--- src/rtl/mdu_hilo_unit.sv ---
// Multiply/divide unit that owns HI/LO: multi-cycle MULT/DIV and multiply-accumulate ops,
// MTHI/MTLO writes, and the EX-stage stall when an op or HI/LO reader meets a running op.
module mdu_hilo_unit #(
   parameter int WIDTH      = 32,
   parameter int MUL_CYCLES = 2,
   parameter int DIV_BITS   = 1
) (
   input  logic             clk,
   input  logic             rst,
   input  logic             flush_i,
   input  logic             valid_i,
   input  logic [3:0]       op_i,
   input  logic [WIDTH-1:0] src_a,
   input  logic [WIDTH-1:0] src_b,
   input  logic             hilo_read_i,
   output logic [WIDTH-1:0] hi_o,
   output logic [WIDTH-1:0] lo_o,
   output logic             busy_o,
   output logic             done_o,
   output logic             stall_o
);

   localparam int DIV_STEPS = WIDTH / DIV_BITS;
   localparam int CNT_MAX   = (MUL_CYCLES > DIV_STEPS) ? MUL_CYCLES : DIV_STEPS;
   localparam int CNT_W     = $clog2(CNT_MAX + 1);
   localparam int PW        = 2 * WIDTH + 2;

   localparam logic [3:0] OP_MULT  = 4'd1;
   localparam logic [3:0] OP_MULTU = 4'd2;
   localparam logic [3:0] OP_DIV   = 4'd3;
   localparam logic [3:0] OP_DIVU  = 4'd4;
   localparam logic [3:0] OP_MADD  = 4'd5;
   localparam logic [3:0] OP_MADDU = 4'd6;
   localparam logic [3:0] OP_MSUB  = 4'd7;
   localparam logic [3:0] OP_MSUBU = 4'd8;
   localparam logic [3:0] OP_MTHI  = 4'd9;
   localparam logic [3:0] OP_MTLO  = 4'd10;

   typedef enum logic [1:0] {S_IDLE, S_MUL, S_DIV, S_FIX} state_t;

   state_t             state_q, state_d;
   logic [CNT_W-1:0]   cnt_q, cnt_d;
   logic [3:0]         op_q, op_d;
   logic [WIDTH-1:0]   a_q, a_d;
   logic [WIDTH-1:0]   b_q, b_d;
   logic [WIDTH-1:0]   dvs_q, dvs_d;
   logic [WIDTH-1:0]   quo_q, quo_d;
   logic [WIDTH-1:0]   rem_q, rem_d;
   logic [WIDTH-1:0]   hi_q, hi_d;
   logic [WIDTH-1:0]   lo_q, lo_d;
   logic               done_q, done_d;

   function automatic logic [WIDTH-1:0] cond_neg(input logic [WIDTH-1:0] v, input logic neg);
      cond_neg = neg ? -v : v;
   endfunction

   function automatic logic is_signed_op(input logic [3:0] op);
      is_signed_op = (op == OP_MULT) || (op == OP_DIV) || (op == OP_MADD) || (op == OP_MSUB);
   endfunction

   logic accept;
   assign accept = valid_i & ~flush_i & (state_q == S_IDLE);

   // Multiplier: operands extended by one bit so one signed multiply serves both signednesses.
   logic                    mul_sgn;
   logic signed [PW-1:0]    mul_a_s, mul_b_s, prod_s;
   logic [2*WIDTH-1:0]      prod, hilo_cur, mul_res;

   assign mul_sgn  = is_signed_op(op_q);
   assign mul_a_s  = {{(PW-WIDTH){mul_sgn & a_q[WIDTH-1]}}, a_q};
   assign mul_b_s  = {{(PW-WIDTH){mul_sgn & b_q[WIDTH-1]}}, b_q};
   assign prod_s   = mul_a_s * mul_b_s;
   assign prod     = prod_s[2*WIDTH-1:0];
   assign hilo_cur = {hi_q, lo_q};

   always_comb begin
      mul_res = prod;
      case (op_q)
         OP_MADD, OP_MADDU: mul_res = hilo_cur + prod;
         OP_MSUB, OP_MSUBU: mul_res = hilo_cur - prod;
         default:           mul_res = prod;
      endcase
   end

   // Restoring divider on magnitudes; quo_q doubles as the dividend shift register.
   logic [WIDTH-1:0] quo_step, rem_step;
   logic [WIDTH:0]   rem_sh;

   always_comb begin
      quo_step = quo_q;
      rem_step = rem_q;
      rem_sh   = '0;
      for (int i = 0; i < DIV_BITS; i++) begin
         rem_sh   = {rem_step, quo_step[WIDTH-1]};
         quo_step = {quo_step[WIDTH-2:0], 1'b0};
         if (rem_sh >= {1'b0, dvs_q}) begin
            rem_sh      = rem_sh - {1'b0, dvs_q};
            quo_step[0] = 1'b1;
         end
         rem_step = rem_sh[WIDTH-1:0];
      end
   end

   // Sign fix-up; min/-1 needs no special case since |min| fits unsigned and the signs cancel.
   logic             div_sgn, q_neg, r_neg, dbz;
   logic [WIDTH-1:0] fix_hi, fix_lo;

   assign div_sgn = (op_q == OP_DIV);
   assign q_neg   = div_sgn & (a_q[WIDTH-1] ^ b_q[WIDTH-1]);
   assign r_neg   = div_sgn & a_q[WIDTH-1];
   assign dbz     = (b_q == '0);
   assign fix_hi  = dbz ? a_q : cond_neg(rem_q, r_neg);
   assign fix_lo  = dbz ? '1  : cond_neg(quo_q, q_neg);

   always_comb begin
      state_d = state_q;
      cnt_d   = cnt_q;
      op_d    = op_q;
      a_d     = a_q;
      b_d     = b_q;
      dvs_d   = dvs_q;
      quo_d   = quo_q;
      rem_d   = rem_q;
      hi_d    = hi_q;
      lo_d    = lo_q;
      done_d  = 1'b0;
      case (state_q)
         S_IDLE: begin
            if (accept) begin
               case (op_i)
                  OP_MULT, OP_MULTU, OP_MADD, OP_MADDU, OP_MSUB, OP_MSUBU: begin
                     state_d = S_MUL;
                     cnt_d   = CNT_W'(MUL_CYCLES - 1);
                     op_d    = op_i;
                     a_d     = src_a;
                     b_d     = src_b;
                  end
                  OP_DIV, OP_DIVU: begin
                     state_d = S_DIV;
                     cnt_d   = CNT_W'(DIV_STEPS - 1);
                     op_d    = op_i;
                     a_d     = src_a;
                     b_d     = src_b;
                     quo_d   = cond_neg(src_a, is_signed_op(op_i) & src_a[WIDTH-1]);
                     dvs_d   = cond_neg(src_b, is_signed_op(op_i) & src_b[WIDTH-1]);
                     rem_d   = '0;
                  end
                  OP_MTHI: hi_d = src_a;
                  OP_MTLO: lo_d = src_a;
                  default: ;
               endcase
            end
         end
         S_MUL: begin
            if (flush_i) begin
               state_d = S_IDLE;
            end else if (cnt_q == '0) begin
               {hi_d, lo_d} = mul_res;
               done_d       = 1'b1;
               state_d      = S_IDLE;
            end else begin
               cnt_d = cnt_q - 1'b1;
            end
         end
         S_DIV: begin
            if (flush_i) begin
               state_d = S_IDLE;
            end else begin
               quo_d = quo_step;
               rem_d = rem_step;
               if (cnt_q == '0) state_d = S_FIX;
               else             cnt_d   = cnt_q - 1'b1;
            end
         end
         S_FIX: begin
            state_d = S_IDLE;
            if (!flush_i) begin
               hi_d   = fix_hi;
               lo_d   = fix_lo;
               done_d = 1'b1;
            end
         end
         default: state_d = S_IDLE;
      endcase
   end

   always_ff @(posedge clk or posedge rst) begin
      if (rst) begin
         state_q <= S_IDLE;
         cnt_q   <= '0;
         op_q    <= '0;
         a_q     <= '0;
         b_q     <= '0;
         dvs_q   <= '0;
         quo_q   <= '0;
         rem_q   <= '0;
         hi_q    <= '0;
         lo_q    <= '0;
         done_q  <= 1'b0;
      end else begin
         state_q <= state_d;
         cnt_q   <= cnt_d;
         op_q    <= op_d;
         a_q     <= a_d;
         b_q     <= b_d;
         dvs_q   <= dvs_d;
         quo_q   <= quo_d;
         rem_q   <= rem_d;
         hi_q    <= hi_d;
         lo_q    <= lo_d;
         done_q  <= done_d;
      end
   end

   assign hi_o    = hi_q;
   assign lo_o    = lo_q;
   assign busy_o  = (state_q != S_IDLE);
   assign done_o  = done_q;
   assign stall_o = ~flush_i & busy_o &
                    ((valid_i & (op_i >= OP_MULT) & (op_i <= OP_MTLO)) | hilo_read_i);

endmodule
--- config.mk ---
export PLATFORM = sky130hd
export DESIGN_NAME = mdu_hilo_unit
export DESIGN_NICKNAME = d
export VERILOG_FILES = /design/src/rtl/mdu_hilo_unit.sv
export SDC_FILE = /design/constraint.sdc
export NUM_CORES = 2
export LEC_CHECK = 0
export CORE_MARGIN = 3
export CORE_UTILIZATION = 50
export DETAILED_ROUTE_END_ITERATION = 10
export GPL_ROUTABILITY_DRIVEN = 0
export PLACE_DENSITY = 0.67
export SYNTH_ARGS = -nofsm -noshare
export SYNTH_HDL_FRONTEND = slang
export SYNTH_SLANG_ARGS = --single-unit
--- constraint.sdc ---
create_clock -name clk -period 23.6 [get_ports clk]
set_clock_uncertainty 0.2 [all_clocks]
set_input_delay 4.72 -clock clk [delete_from_list [all_inputs] [get_ports clk]]
set_output_delay 4.72 -clock clk [all_outputs]
set_load 0.01 [all_outputs]
==> implementation parameters <==
Parameter                              Value

Floorplanning
  Total I/O pin count ... 140
  Width of the die ... between 300 and 400 um
  Floorplan die height ... around 350 um
  Initial cell density of the core ... 50.7%
  Die Footprint ... 0.123 sq mm
  Floorplan core area ... 0.117 sq mm
  Cell row count ... about 130

Cells and area
  Area Growth Syn to Fin ... 5.72%
  Final Net Count ... approximately 8400
  Ratio of cells with drive above 1 in the final layout ... under 10%

Global routing
  Overall fraction of global-route tracks in use ... roughly 30%
  Wire length of the first global-routing pass ... roughly 290000 um
  Number of global-route vias before repair ... between 50000 and 60000
  Pin count of the biggest net entering global routing ... 96
  Global route overflow ... 0
  Antenna violations before repair ... 5

Drt
  Remaining routing DRC violations ... 0
  DRC violation total after the first TritonRoute iteration ... 3774
  Average routed wire per standard cell ... about 21 um
  Length of the first detailed-routing pass in iterations ... 6
  Number of vias in the routed layout ... 48700
  Number of antenna-violating nets in the routed design ... 0
  Via/cell ratio ... 5.80
  Routed WL ... roughly 180000 um

Synthesis
  Synth async-reset ratio ... 100%
  Flop and latch count out of synthesis ... 237
  Post-synthesis instance area ... 0.0593 sq mm
  Dominant combinational cell family by area after synthesis ... adder cells
  Average cell area after synthesis ... ~8.4 sq um
  Instance count of the mapped netlist ... 7014
  Number of distinct library cell variants in the gate-level netlist after synthesis ... between 100 and 150
  Synth Area in Compound Gates ... 11.9%
  Area share of xor/xnor cells in the synthesized design ... roughly 4.9%
  Post-synthesis mux area share ... 1.37%
  Primary FF master, synth ... dfrtp_1
  Number of enable-type register cells in the synthesized netlist ... 0
  Post-synthesis share of cell area spent on full adders, half adders and majority gates ... between 40% and 50%
  Simple logic cell fraction of the synthesized area ... 16.5%
  Yosys Warn Count ... 0
  Seq/Total Area, Yosys ... about a tenth
  Net count of the mapped netlist ... 8533

Critical path
  Critical path start-end classification ... reg2reg
  Critical Path Start Type ... register
  Worst path slowest cell ... nor4_2
  Capture point of the worst reg-to-reg path ... hi_o[30]$_DFFE_PP0P_
  Data required time of the worst path ... 23900 ps
  Reg-to-reg startpoint ... op_q[3]$_DFFE_PP0P_
  Reg-to-reg slack, setup ... between 10000 and 15000 ps
  Critical Path Max Stage Delay ... 640 ps
  Max FO, Critical Path ... 28
  CP Data Arrival Time ... 13370 ps
  Most frequent cell on the critical path ... fa_1
  Worst Setup End Kind ... register
  Depth of the worst register-to-register path ... 37

Placement
  DP HPWL ... 142000 um
  Count of input and output buffers ... ~140

Hold path
  End of the worst hold path ... b_q[30]$_DFFE_PP0P_
  Number of instances on the worst hold path ... 1
  Tightest Hold Check Type ... reg2reg
  Startpoint of the most critical hold path ... b_q[30]$_DFFE_PP0P_

Timing
  Headroom to the max-slew limit ... 13.4%
  Final Critical Period ... 13070 ps
  Setup repair after global routing missed its margin ... false
  Achievable Freq ... 76.5 MHz
  Final clock period utilization by the worst path ... 55.4%
  Actual transition at the worst max-transition pin ... 1300 ps
  # setup viols final ... 0
  Final-layout setup total negative slack ... 0 ps
  Number of max-slew violations in the final report ... 0
  Hold Violations, Final ... 0

Clock tree
  Resize count post-CTS ... 0
  Total clock buffers created by CTS ... 29
  Largest buffer count on any clock path ... 3
  # hold bufs at CTS ... 0
  Clock-pin transition on the worst setup and hold timing paths ... around 60 ps
  Number of post-CTS setup repair buffers ... 0
  Clock root buffer ... clkbuf_16
  Clock sink count ... 237
  Clock tree from TritonCTS ... yes
  Max H-tree Level ... 1
  Clock network latency to the later pin of the worst-skew pair ... 570 ps

Flow run
  Max-Cap Viols ... 0

Status
  Run status ... finished clean
cells by family (layout without fill, tap and decap cells):
group,after synthesis,in the layout
AND/OR/NAND/NOR,2146,2146
adder cells (fa/ha/maj),1446,1446
multiplexers,73,73
other,0,1
flip-flops,237,237
AO/OA/AOI/OAI,1114,1114
buffers and inverters,1669,1526
XOR/XNOR,329,329
cell type report:
class                      instances  area (sq um)
inverter                        1249          4700
multi-input combinational       5108         47100
antenna                            1          2.50
clock inverter                    16           193
clock buffer                      37           796
sequential                       237          5930
timing repair buffer             224          2030
tap                             1524          1910
fill                           10700         54200
worst max-delay path by stage:
stage / end / slack, ps / cells after the start / from
after floorplan: a_q[0]$_DFFE_PP0P_ / 12180 / 1 / rst
after global placement: hi_o[30]$_DFFE_PP0P_ / 11050 / 37 / op_q[3]$_DFFE_PP0P_
after detailed placement: hi_o[25]$_DFFE_PP0P_ / 10790 / 41 / op_q[3]$_DFFE_PP0P_
after CTS: hi_o[25]$_DFFE_PP0P_ / 10700 / 41 / op_q[3]$_DFFE_PP0P_
after global routing: hi_o[25]$_DFFE_PP0P_ / 9870 / 41 / op_q[3]$_DFFE_PP0P_
final: hi_o[30]$_DFFE_PP0P_ / 10530 / 37 / op_q[3]$_DFFE_PP0P_
routing by layer:
layer  GRT usage, %  wire length, um
met5              0                9
met2           48.6            82400
met4           11.1             7780
met3           3.46            14100
met1           40.7            73600
stage by stage:
step | hold WS, ps | utilization (%) | instance area (sq um) | cells | setup WS [ps]
2_1_floorplan | 287 | - | 59300 | 7014 | 12180
3_5_place_dp | 299 | 52.8 | 61700 | 8342 | 10790
5_1_grt | 328 | 53.6 | 62700 | 8396 | 9870
3_3_place_gp | 273 | 52.8 | 61700 | 8342 | 11050
6_report | 308 | 53.6 | 62700 | 8396 | 10530
4_1_cts | 313 | 53.6 | 62700 | 8395 | 10700
Yosys cell counts, drive strengths merged (35+ instances only):
cell type / count / area (sq um)
nor2: 352 / 1320
nand3: 39 / 205
a21o: 79 / 594
xor2: 162 / 1420
and2: 289 / 1810
inv: 1248 / 4680
nand2: 1141 / 4290
ha: 319 / 3990
nand4: 35 / 219
nor3: 71 / 367
a21oi: 335 / 1710
o211ai: 36 / 299
a31oi: 42 / 263
and3: 40 / 251
clkbuf: 389 / 1460
mux2: 63 / 709
o21ai: 335 / 1680
fa: 1127 / 22600
xnor2: 167 / 1460
dfrtp: 237 / 5930
flip-flops by register name, summed over array words and instances, names as in the netlist:
signal,count
state_q,2
b_q,32
hi_o,32
lo_o,32
cnt_q,6
rem_q,32
op_q,4
quo_q,32
dvs_q,32
a_q,32
done_o,1
worst max-delay path: cells and delay by family (launching register included):
| kind | cells | cell delay [ps] |
|---|---|---|
| flops | 1 | 420 |
| compound gates | 12 | 2910 |
| fa+ha+maj | 10 | 4930 |
| simple gates | 10 | 3240 |
| xor+xnor | 1 | 260 |
| buf+inv | 4 | 970 |
cells in the final DEF (no fill, tap or decap), types with 10 or more instances in the layout:
cell type / netlist / routed
a211o_1: 10 / 10
a211oi_1: 24 / 24
a21o_1: 78 / 78
a21oi_1: 330 / 329
a221oi_1: 32 / 32
a22oi_1: 18 / 18
a31oi_1: 42 / 41
and2_1: 287 / 287
and3_1: 39 / 39
buf_4: 3 / 85
clkbuf_16: 0 / 29
clkdlybuf4s50_1: 0 / 139
dfrtp_1: 237 / 234
fa_1: 1127 / 1127
ha_1: 319 / 317
inv_1: 1248 / 1247
mux2_2: 63 / 63
mux2i_1: 10 / 10
nand2_1: 1139 / 1138
nand2b_1: 18 / 18
nand3_1: 37 / 37
nand4_1: 35 / 35
nor2_1: 352 / 348
nor2b_1: 19 / 18
nor3_1: 70 / 70
nor4_1: 31 / 31
o211ai_1: 32 / 32
o21a_1: 26 / 25
o21ai_0: 328 / 327
o21bai_1: 24 / 24
o31ai_1: 32 / 32
o41ai_1: 13 / 13
or2_2: 29 / 29
or3_1: 20 / 20
xnor2_1: 167 / 167
xor2_1: 162 / 162
Power is not shown: default switching activity piles up to over one toggle a cycle in this logic, so the estimate is an artifact.
